File: config.mk
export PLATFORM = sky130hd
export DESIGN_NAME = alu_arbiter
export DESIGN_NICKNAME = d
export VERILOG_FILES = /design/src/rtl/alu_arbiter.sv
export SDC_FILE = /design/constraint.sdc
export NUM_CORES = 1
export LEC_CHECK = 0
export ABC_AREA = 1
export CORE_ASPECT_RATIO = 0.7
export CORE_UTILIZATION = 39
export CTS_CLUSTER_SIZE = 24
export DETAILED_ROUTE_END_ITERATION = 12
export HOLD_SLACK_MARGIN = 0.05
export PLACE_DENSITY = 0.81
export SYNTH_ARGS = -nofsm -noshare
export SYNTH_HDL_FRONTEND = slang
export SYNTH_SLANG_ARGS = --single-unit
File: constraint.sdc
create_clock -name clk -period 5.3 [get_ports clk]
set_clock_uncertainty 0.05 [all_clocks]
set_input_delay 1.59 -clock clk [delete_from_list [all_inputs] [get_ports clk]]
set_output_delay 1.59 -clock clk [all_outputs]
set_load 0.05 [all_outputs]
File: src/rtl/alu_arbiter.sv
// alu_arbiter
//   Shares one combinational MIPS ALU between two requesters: requester 0 is
//   the main datapath and requester 1 is the aux address/branch unit. Each
//   operation passes through three phases. In IDLE the block arbitrates and
//   accepts one request. In EXEC it drives the ALU from registered operands.
//   In RESP it holds the response until the granted requester takes it.
//
//   Configuration macro:
//     ALU_ARB_FIXED_PRIO_EN - when defined, requester 0 wins every tie and
//                             requester 1 can starve. When undefined, ties
//                             are broken round-robin.
//
//   Ports:
//     clk, reset              clock and asynchronous active-high reset
//     req_valid/req_ready     per-requester request handshake (bit i = req i)
//     req_op0/a0/b0           requester 0 op code and operands
//     req_op1/a1/b1           requester 1 op code and operands
//     alu_control/in1/in2     ALU drive, held between operations
//     alu_result              ALU output, sampled during EXEC only
//     rsp_valid/rsp_ready     per-requester response handshake
//     rsp_result/zero/err     shared response payload
//     busy                    high whenever the FSM is not in IDLE
module alu_arbiter #(
  parameter int WIDTH = 32
) (
  input  logic             clk,
  input  logic             reset,
  input  logic [1:0]       req_valid,
  output logic [1:0]       req_ready,
  input  logic [2:0]       req_op0,
  input  logic [2:0]       req_op1,
  input  logic [WIDTH-1:0] req_a0,
  input  logic [WIDTH-1:0] req_b0,
  input  logic [WIDTH-1:0] req_a1,
  input  logic [WIDTH-1:0] req_b1,
  output logic [2:0]       alu_control,
  output logic [WIDTH-1:0] alu_in1,
  output logic [WIDTH-1:0] alu_in2,
  input  logic [WIDTH-1:0] alu_result,
  output logic [1:0]       rsp_valid,
  input  logic [1:0]       rsp_ready,
  output logic [WIDTH-1:0] rsp_result,
  output logic             rsp_zero,
  output logic             rsp_err,
  output logic             busy
);

  typedef enum logic [1:0] {
    S_IDLE = 2'd0,
    S_EXEC = 2'd1,
    S_RESP = 2'd2
  } state_t;

  localparam logic [2:0] OP_AND = 3'b000;
  localparam logic [2:0] OP_OR  = 3'b001;
  localparam logic [2:0] OP_ADD = 3'b010;
  localparam logic [2:0] OP_SUB = 3'b110;
  localparam logic [2:0] OP_SLT = 3'b111;

  state_t           state_q, state_d;
  logic [2:0]       op_q;
  logic [WIDTH-1:0] a_q, b_q;
  logic             gnt_q;
  logic [WIDTH-1:0] res_q;
  logic             zero_q, err_q;

  logic             any_req;
  logic             win;      // index of the arbitration winner
  logic             accept;
  logic             op_ok;

  assign any_req = |req_valid;
  assign accept  = (state_q == S_IDLE) && any_req;

  // ---------------- arbitration ----------------
`ifdef ALU_ARB_FIXED_PRIO_EN
  // Requester 0 always wins when it is valid.
  always_comb begin
    win = ~req_valid[0];
  end
`else
  logic last_q;  // most recently granted requester

  // On a tie the requester that was not served last goes first; a lone
  // requester wins outright.
  always_comb begin
    if (&req_valid) win = ~last_q;
    else            win = ~req_valid[0];
  end

  always_ff @(posedge clk or posedge reset) begin
    if (reset)       last_q <= 1'b1;
    else if (accept) last_q <= win;
  end
`endif

  // ---------------- FSM: state register ----------------
  always_ff @(posedge clk or posedge reset) begin
    if (reset) state_q <= S_IDLE;
    else       state_q <= state_d;
  end

  // ---------------- FSM: next state ----------------
  always_comb begin
    state_d = state_q;
    case (state_q)
      S_IDLE: if (any_req) state_d = S_EXEC;
      S_EXEC: state_d = S_RESP;
      S_RESP: if (rsp_ready[gnt_q]) state_d = S_IDLE;
      default: state_d = S_IDLE;
    endcase
  end

  // ---------------- FSM: outputs ----------------
  always_comb begin
    req_ready = 2'b00;
    rsp_valid = 2'b00;
    busy      = (state_q != S_IDLE);
    if (state_q == S_IDLE && any_req) req_ready = {win, ~win};
    if (state_q == S_RESP)            rsp_valid = {gnt_q, ~gnt_q};
  end

  // ---------------- datapath ----------------
  always_comb begin
    case (op_q)
      OP_AND, OP_OR, OP_ADD, OP_SUB, OP_SLT: op_ok = 1'b1;
      default:                              op_ok = 1'b0;
    endcase
  end

  // Operand registers double as the ALU drive, so the ALU inputs only
  // change when a new request is accepted.
  always_ff @(posedge clk or posedge reset) begin
    if (reset) begin
      op_q  <= OP_ADD;
      a_q   <= '0;
      b_q   <= '0;
      gnt_q <= 1'b0;
    end else if (accept) begin
      op_q  <= win ? req_op1 : req_op0;
      a_q   <= win ? req_a1  : req_a0;
      b_q   <= win ? req_b1  : req_b0;
      gnt_q <= win;
    end
  end

  // The response is captured once at the end of EXEC and then held
  // until the next capture.
  always_ff @(posedge clk or posedge reset) begin
    if (reset) begin
      res_q  <= '0;
      zero_q <= 1'b0;
      err_q  <= 1'b0;
    end else if (state_q == S_EXEC) begin
      res_q  <= op_ok ? alu_result : '0;
      zero_q <= (a_q == b_q);
      err_q  <= ~op_ok;
    end
  end

  assign alu_control = op_q;
  assign alu_in1     = a_q;
  assign alu_in2     = b_q;
  assign rsp_result  = res_q;
  assign rsp_zero    = zero_q;
  assign rsp_err     = err_q;

endmodule

-- Word level (Yosys, flattened, before mapping)
Index checks and enable logic that the tools add are counted.
- order comparisons: 1
- equality and inequality tests: 9
- mux-type cells: 13
- bitwise gates (word level): 5
- reduce and logical (&&, ||, !) cells: 8
- operators by type and width (cell ; number):
    2-to-1 mux 32 bit ; 3
    == test 32 bit ; 1
    2-to-1 mux 2 bit ; 4
    == test 3 bit, second input constant ; 2
    one-hot mux 2 bit (3 select lines) ; 1
    NOT 1 bit ; 5
    OR reduction 5 bit ; 1
    2-to-1 mux 1 bit ; 4
    != test 2 bit, second input constant ; 2
    AND reduction 2 bit ; 2
    == test 3 x 1 -> 1 bit, second input constant ; 1
    == test 3 x 2 -> 1 bit, second input constant ; 1
    logical NOT 3 bit ; 1
    2-to-1 mux 3 bit ; 1
    == test 2 x 1 -> 1 bit, second input constant ; 1
    == test 2 bit, second input constant ; 1
    logical NOT 2 bit ; 1
    < comparator 1 x 2 -> 1 bit, second input constant ; 1
    nonzero test 2 bit ; 1
    OR reduction 2 bit ; 1
    logical AND 1 bit ; 1
- flip-flop bits (word level): 105
- input bits: 172
- output and inout port bits: 106
- logic and storage cells: 45

-- Longest topological paths before layout
Gate-level depths: netlist of the first run.
- word-level depth: 4
- mapped depth: 10
- depth with buffers taken out: 10

-- Worst setup path before layout of the first run
OpenSTA, ideal clock, no wires.
- kind: in2out
- start: input req_valid[0]
- end: output req_ready[1]
- arrival: 2.169 ns
- data required time: 3.660 ns
- path slack: 1.491 ns
- stages on the path: 5
- buffers on the path: 2
- cells stage by stage: inv_1 > o211ai_2 > inv_2 > buf_6 > buf_6
- word-level cells in the longest chain between the ends: 3
- elaborated cells between the ends (all ways): 6
- classes of those cells: 2 x mux; 1 x bitwise; 3 x reduce/logical
- RTL lines (what ; line ; RTL):
    start, declared ; 28 ; input logic [1:0] req_valid,
    AND reduction 2 bit (tied with other cells) ; 87 ; if (&req_valid) win = ~last_q;
    2-to-1 mux 1 bit or logical AND 1 bit (tied branches) ; 87, 119 ;
    2-to-1 mux 2 bit * ; 119 ; if (state_q == S_IDLE && any_req) req_ready = {win, ~win};
    end, declared ; 29 ; output logic [1:0] req_ready,
Every way passes the cells marked *; elsewhere a longest branch is shown, timed or not.

-- Final worst setup path of the first run
Ends and elaborated chain as after synthesis.

==> impl_results.md, run 1 <==
- CTS tree: yes
- CP Launch Point: req_valid[0]
- Clock buffer depth: 2
- I/O pin count: 278
- N_diodes: 0
- CTS buffer count: 9
- Worst skew pair latency: 350 ps
- Core area: 12020 sq um
- End of the worst hold path: rsp_zero
- Finished Cell Area: 8078 sq um
- Vias per inst: 4.930
- Yosys cell types: 24
- Initial antenna violation count: 0
- Antenna Nets Post-Route: 0
- Reg2Reg Depth: 8
- Starting Density: 0.4108
- R2r endpoint: alu_in1[12]
- CTS Sinks: 105
- 1st-iter DRT viols: 233
- Final Power: 5.579 mW
- Leak Pwr: 3.552 nW
- Total wire length: 16460 microns
- RSZ-0062 raised after global routing: no
- R2R setup slack: 3350 ps
- Number of max-cap violations: 0
- Hold-critical path depth: 2
- Synth-to-Final Area Change: 63.65%
- Crit path DAT: 2680 ps
- Max-slew headroom: 0.4125
- Die Span Y: 96.13 microns
- Drt first pass iters: 4
- Layout cells sized above 1: 0.04643
- Top cells by area, synth: dfrtp_1, nand2_1, o211ai_1, a22o_1, inv_1
- CP max FO: 3
- FF-to-FF Start: state_q[0]
- Sequential-to-total area share from yosys stat: 0.5328
- Nets: 1007
- Tcrit/Tclk final: 0.8142
- Clock root cell: clkbuf_16
- Setup bufs post-CTS: 0
- H-tree lvl count: 3
- Crit path time final: 4315 ps
- Die Footprint: 13120 sq um
- Dpl cell area: 7779 sq um
- Max VDD drop: 0.0003957 V
- DR WL/cell: 16.51 microns
- TNS Setup: 0 ps
- Share of the synthesized area in the top cell type: 0.5222
- Fill count: 892
- Row Count: 33
- Multi-input logic area: 1883 sq um
- Final hold viol count: 0
- Reg clk slew, reported paths: 70 ps
- Synthesized area: 4936 sq um
- Most common cell after layout, fill and taps aside: clkdlybuf4s50_1
- Register area: 2630 sq um
- Setup violators final: 0
- Mapped Cells: 569
- Worst-margin pin slew: 880.2 ps
- Global-route wire length before repair: 24650 microns
- Mapped Avg Cell Area: 8.675 sq um
- Synth area leader: dfrtp_1
- Highest-count cells in the layout ignoring fill and taps: clkdlybuf4s50_1, nand2_1, dfrtp_1, inv_1, o211ai_1
- Total gr overflow: 0
- F_max: 231.7 MHz
- CP Launch Type: primary input
- Vias in the first global route: 4849
- Hold slack: 439.5 ps
- #FFs+latches synth: 105
- Placed wire-length estimate: 12350 microns
- Min-delay src: rsp_zero
- Req. time, crit path: 3660 ps
- Yosys warns: 0
- Pwr/cell area: 690.7 nW/um^2
- Worst Setup Path Type: in -> out
- Largest net degree at the start of global routing: 68
- IO buf count: 277
- GP Congestion: 0.9157
- CP endpoint kind: primary output
- Post-CTS Resized: 0
- Vias: 4915
- Slew Limit Fails: 0
- GRT Total Usage: 0.2498
- Mapped Nets: 741
- Status: complete, no violations
- Die width: 136.5 microns
- Post-route DRC violation count: 0
- Min-Delay Path Class: reg -> reg
- # hold bufs at CTS: 0
## power by group
part | total, mW | leakage [nW] | switching (mW) | internal (mW)
Clock | 0.661 | 0.146 | 0.328 | 0.333
Sequential | 1.48 | 1.31 | 0.297 | 1.18
Combinational | 3.44 | 2.10 | 2.26 | 1.18
Total | 5.58 | 3.55 | 2.88 | 2.69
## logic make-up after synthesis
family / share of synthesized area
AO/OA/AOI/OAI: 0.1468
buffers and inverters: 0.08796
AND/OR/NAND/NOR: 0.2183
flip-flops: 0.5328
XOR/XNOR: 0.01420
## state kept, by name, summed over array words and instances, names as in the netlist
signal	flops
rsp_zero	1
last_q	1
alu_in1	32
gnt_q	1
rsp_result	32
alu_in2	32
state_q	2
alu_control	3
rsp_err	1
## cell usage after synthesis, drive strengths merged
cell type / count
inv: 63
a21oi: 2
o22ai: 1
dfrtp: 103
buf: 24
nand2: 225
a22o: 32
nand3b: 1
nand3: 28
a31oi: 1
xnor2: 5
o211ai: 45
clkbuf: 3
o21ai: 11
xor2: 3
dfstp: 2
nor2: 20
## worst max path at each step
stage                           endpoint  slack, ps  depth (start not counted)
after floorplan           alu_control[0]        900                          1
after global placement      req_ready[1]       1000                          5
after detailed placement    req_ready[1]        980                          5
after CTS                   req_ready[1]        980                          5
after global routing        req_ready[1]        930                          5
final                       req_ready[1]        980                          5
## per-layer routing
layer / vias to the layer above / track usage / share of wire
met1: 2328 / 0.3127 / 0.43
met2: 203 / 0.4289 / 0.48
met4: 0 / 0.07407 / 0.017
met3: 20 / 0.06108 / 0.071
met5: - / 0 / 0
li1: 2364 / - / -
## worst max-delay path, stage by stage
cell and delay [ps]:
clkdlybuf4s50_1 500, inv_1 100, o211ai_2 220, inv_2 100
buf_12 160
## stage by stage
step / util / instances / worst slack [ps]
floorplan: - / 569 / 902.8
global placement: 0.6474 / 981 / 1004
global route: 0.6723 / 997 / 932.5
detailed placement: 0.6474 / 981 / 982.1
finish: 0.6723 / 997 / 984.5
CTS: 0.6723 / 997 / 979.3
## final cells by class
class                   instances  area share
repair buffers                282      0.3504
flip-flops and latches        105      0.3256
multi-input cells             374      0.2331
inverters                      63     0.02958
clock buffers                   9     0.02788
well taps                     157     0.02432
clock inverters                 7    0.009139
No activity file was read; power rests on OpenSTA's default activity.
==> inputs of run 2 (changes only) <==
--- a/config.mk
+++ b/config.mk
@@ -7,11 +7,11 @@
 export LEC_CHECK = 0
 export ABC_AREA = 1
 export CORE_ASPECT_RATIO = 0.7
-export CORE_UTILIZATION = 39
+export CORE_UTILIZATION = 35
 export CTS_CLUSTER_SIZE = 24
 export DETAILED_ROUTE_END_ITERATION = 12
 export HOLD_SLACK_MARGIN = 0.05
-export PLACE_DENSITY = 0.81
+export PLACE_DENSITY = 0.77
 export SYNTH_ARGS = -nofsm -noshare
 export SYNTH_HDL_FRONTEND = slang
 export SYNTH_SLANG_ARGS = --single-unit
==> constraint.sdc (replaced) <==
create_clock -name clk -period 3.61 [get_ports clk]
set_clock_uncertainty 0.05 [all_clocks]
set_input_delay 1.083 -clock clk [delete_from_list [all_inputs] [get_ports clk]]
set_output_delay 1.083 -clock clk [all_outputs]
set_load 0.05 [all_outputs]
==> run 2 against run 1 <==
Effect of this change:
- non-clock buffer count down 1
- final cell count up 2.7%
- register-to-register slack worse by 1700 ps
- largest power group unchanged
- sequential share of layout area down 0.21 points
- global-route usage down 1.4 points
- first-iteration DRC count down 17%
- setup slack worse by 740 ps
- hold slack worse by 3.1 ps
- total power up 48%
==> impl_results.md, run 2 (same netlist as run 1, synthesis figures left out) <==
- N_diodes: 0
- CP endpoint kind: primary output
- # hold bufs at CTS: 0
- Antenna Nets Post-Route: 0
- IO buf count: 277
- H-tree lvl count: 3
- Placed wire-length estimate: 12250 microns
- 1st-iter DRT viols: 193
- Status: complete, no violations
- Max VDD drop: 0.0004853 V
- CTS Sinks: 105
- Worst-margin pin slew: 929.0 ps
- FF-to-FF Start: state_q[1]
- TNS Setup: 0 ps
- Highest-count cells in the layout ignoring fill and taps: clkdlybuf4s50_1, nand2_1, dfrtp_1, inv_1, o211ai_1
- Clock buffer depth: 2
- Core area: 13440 sq um
- CP max FO: 3
- Die Footprint: 14590 sq um
- Post-route DRC violation count: 0
- Largest net degree at the start of global routing: 106
- Die width: 143.9 microns
- Starting Density: 0.3671
- Drt first pass iters: 6
- Total wire length: 16850 microns
- CTS buffer count: 9
- Vias in the first global route: 4858
- Reg clk slew, reported paths: 70 ps
- Min-delay src: rsp_zero
- Max stage delay on crit path: 510 ps
- Row Count: 35
- Total gr overflow: 0
- Tcrit/Tclk final: 0.9318
- GP Congestion: 0.7992
- Placed cell count: 1008
- CTS tree: yes
- Post-CTS Resized: 0
- Setup violators final: 0
- Crit path time final: 3364 ps
- DR WL/cell: 16.45 microns
- RSZ-0062 raised after global routing: no
- Die Span Y: 101.4 microns
- Reg2Reg Depth: 8
- Slew Limit Fails: 0
- Most common cell after layout, fill and taps aside: clkdlybuf4s50_1
- Critical-path cell list: clkdlybuf4s50_1 -> inv_1 -> o211ai_2 -> inv_2 -> buf_12
- Req. time, crit path: 2480 ps
- R2R setup slack: 1660 ps
- Vias per inst: 4.705
- Slowest CP cell: clkdlybuf4s50_1
- Nets: 1006
- Vias: 4818
- End of the worst hold path: rsp_zero
- Synth-to-Final Area Change: 64.69%
- WP buf/inv: 4
- I/O pin count: 278
- Pwr/cell area: 1013 nW/um^2
- R2r endpoint: alu_in1[13]
- Setup bufs post-CTS: 0
- GRT Total Usage: 0.2359
- Leak Pwr: 3.550 nW
- Clock root cell: clkbuf_16
- Hold-critical path depth: 2
- Initial antenna violation count: 0
- Finished Layout Cells: 1024
- Number of max-cap violations: 0
- Final hold viol count: 0
- Max-slew headroom: 0.3806
- Layout cells sized above 1: 0.04529
- Crit path DAT: 2230 ps
- CP Launch Type: primary input
- Worst skew pair latency: 350 ps
- Worst Setup Path Type: in -> out
- Min-Delay Path Class: reg -> reg
- CP delay by family, top: buffers and inverters
- F_max: 297.3 MHz
- Global-route wire length before repair: 25900 microns
-- run 2: changes by cell type in the layout (fill, tap and decap cells not counted), sizes merged --
cell,before,now
inv,65,66
clkinv,5,3
buf,7,6
clkinvlp,0,1
-- run 2: final cells by class --
cell class / instances / area [sq um]
Clock buffer: 9 / 225.2
Clock inverter: 7 / 83.83
Fill cell: 1253 / 5315
Inverter: 63 / 240.2
Multi-Input combinational cell: 374 / 1883
Sequential cell: 105 / 2630
Tap cell: 185 / 231.5
Timing Repair Buffer: 281 / 2835
-- run 2: layer usage --
layer  GRT usage  vias up  share of wire
met5           0        -              0
met4     0.05892        0          0.016
met3     0.07849       26          0.082
met2      0.3712      187           0.45
met1      0.3131     2234           0.45
li1            -     2371              -
-- run 2: worst register-to-register path, stage by stage (launching register included) --
cell      delay, ps
dfrtp_1         420
inv_2            70
nand2_2          80
inv_2            80
o211ai_2        110
inv_2           160
buf_4           620
nand2_1         170
o211ai_1        120
-- run 2: worst max-delay path by stage --
stage,startpoint,slack (ps),depth (start not counted),endpoint
2_1_floorplan,req_valid[0],820,5,req_ready[1]
3_3_place_gp,req_valid[0],310,5,req_ready[1]
3_5_place_dp,req_valid[0],270,5,req_ready[1]
4_1_cts,req_valid[0],260,5,req_ready[1]
5_1_grt,req_valid[0],190,5,req_ready[1]
6_report,req_valid[0],250,5,req_ready[1]
-- run 2: report_power, final --
group | internal (mW) | switching [mW] | total [mW]
registers | 1.74 | 0.437 | 2.17
clock network | 0.497 | 0.521 | 1.02
logic | 1.73 | 3.31 | 5.04
-- run 2: per-stage QoR --
stage	cell area, sq um	hold slack, ps	total power, mW	setup slack, ps	utilization
detailed placement	7820	420.0	7.263	269.0	0.5817
floorplan	4940	456.9	5.529	815.0	-
finish	8129	436.4	8.231	246.2	0.6047
CTS	8129	439.7	8.313	255.6	0.6047
global route	8129	475.8	8.723	192.0	0.6047
global placement	7820	419.9	7.212	306.8	0.5817
==> inputs of run 3 (changes only) <==
--- a/config.mk
+++ b/config.mk
@@ -8,10 +8,12 @@
 export ABC_AREA = 1
 export CORE_ASPECT_RATIO = 0.7
 export CORE_UTILIZATION = 35
+export CTS_CLUSTER_DIAMETER = 120
 export CTS_CLUSTER_SIZE = 24
 export DETAILED_ROUTE_END_ITERATION = 12
 export HOLD_SLACK_MARGIN = 0.05
 export PLACE_DENSITY = 0.77
+export SKIP_LAST_GASP = 1
 export SYNTH_ARGS = -nofsm -noshare
 export SYNTH_HDL_FRONTEND = slang
 export SYNTH_SLANG_ARGS = --single-unit
==> results of run 3 <==
Same layout as run 2: the final DEF is identical, and so are final timing and power.
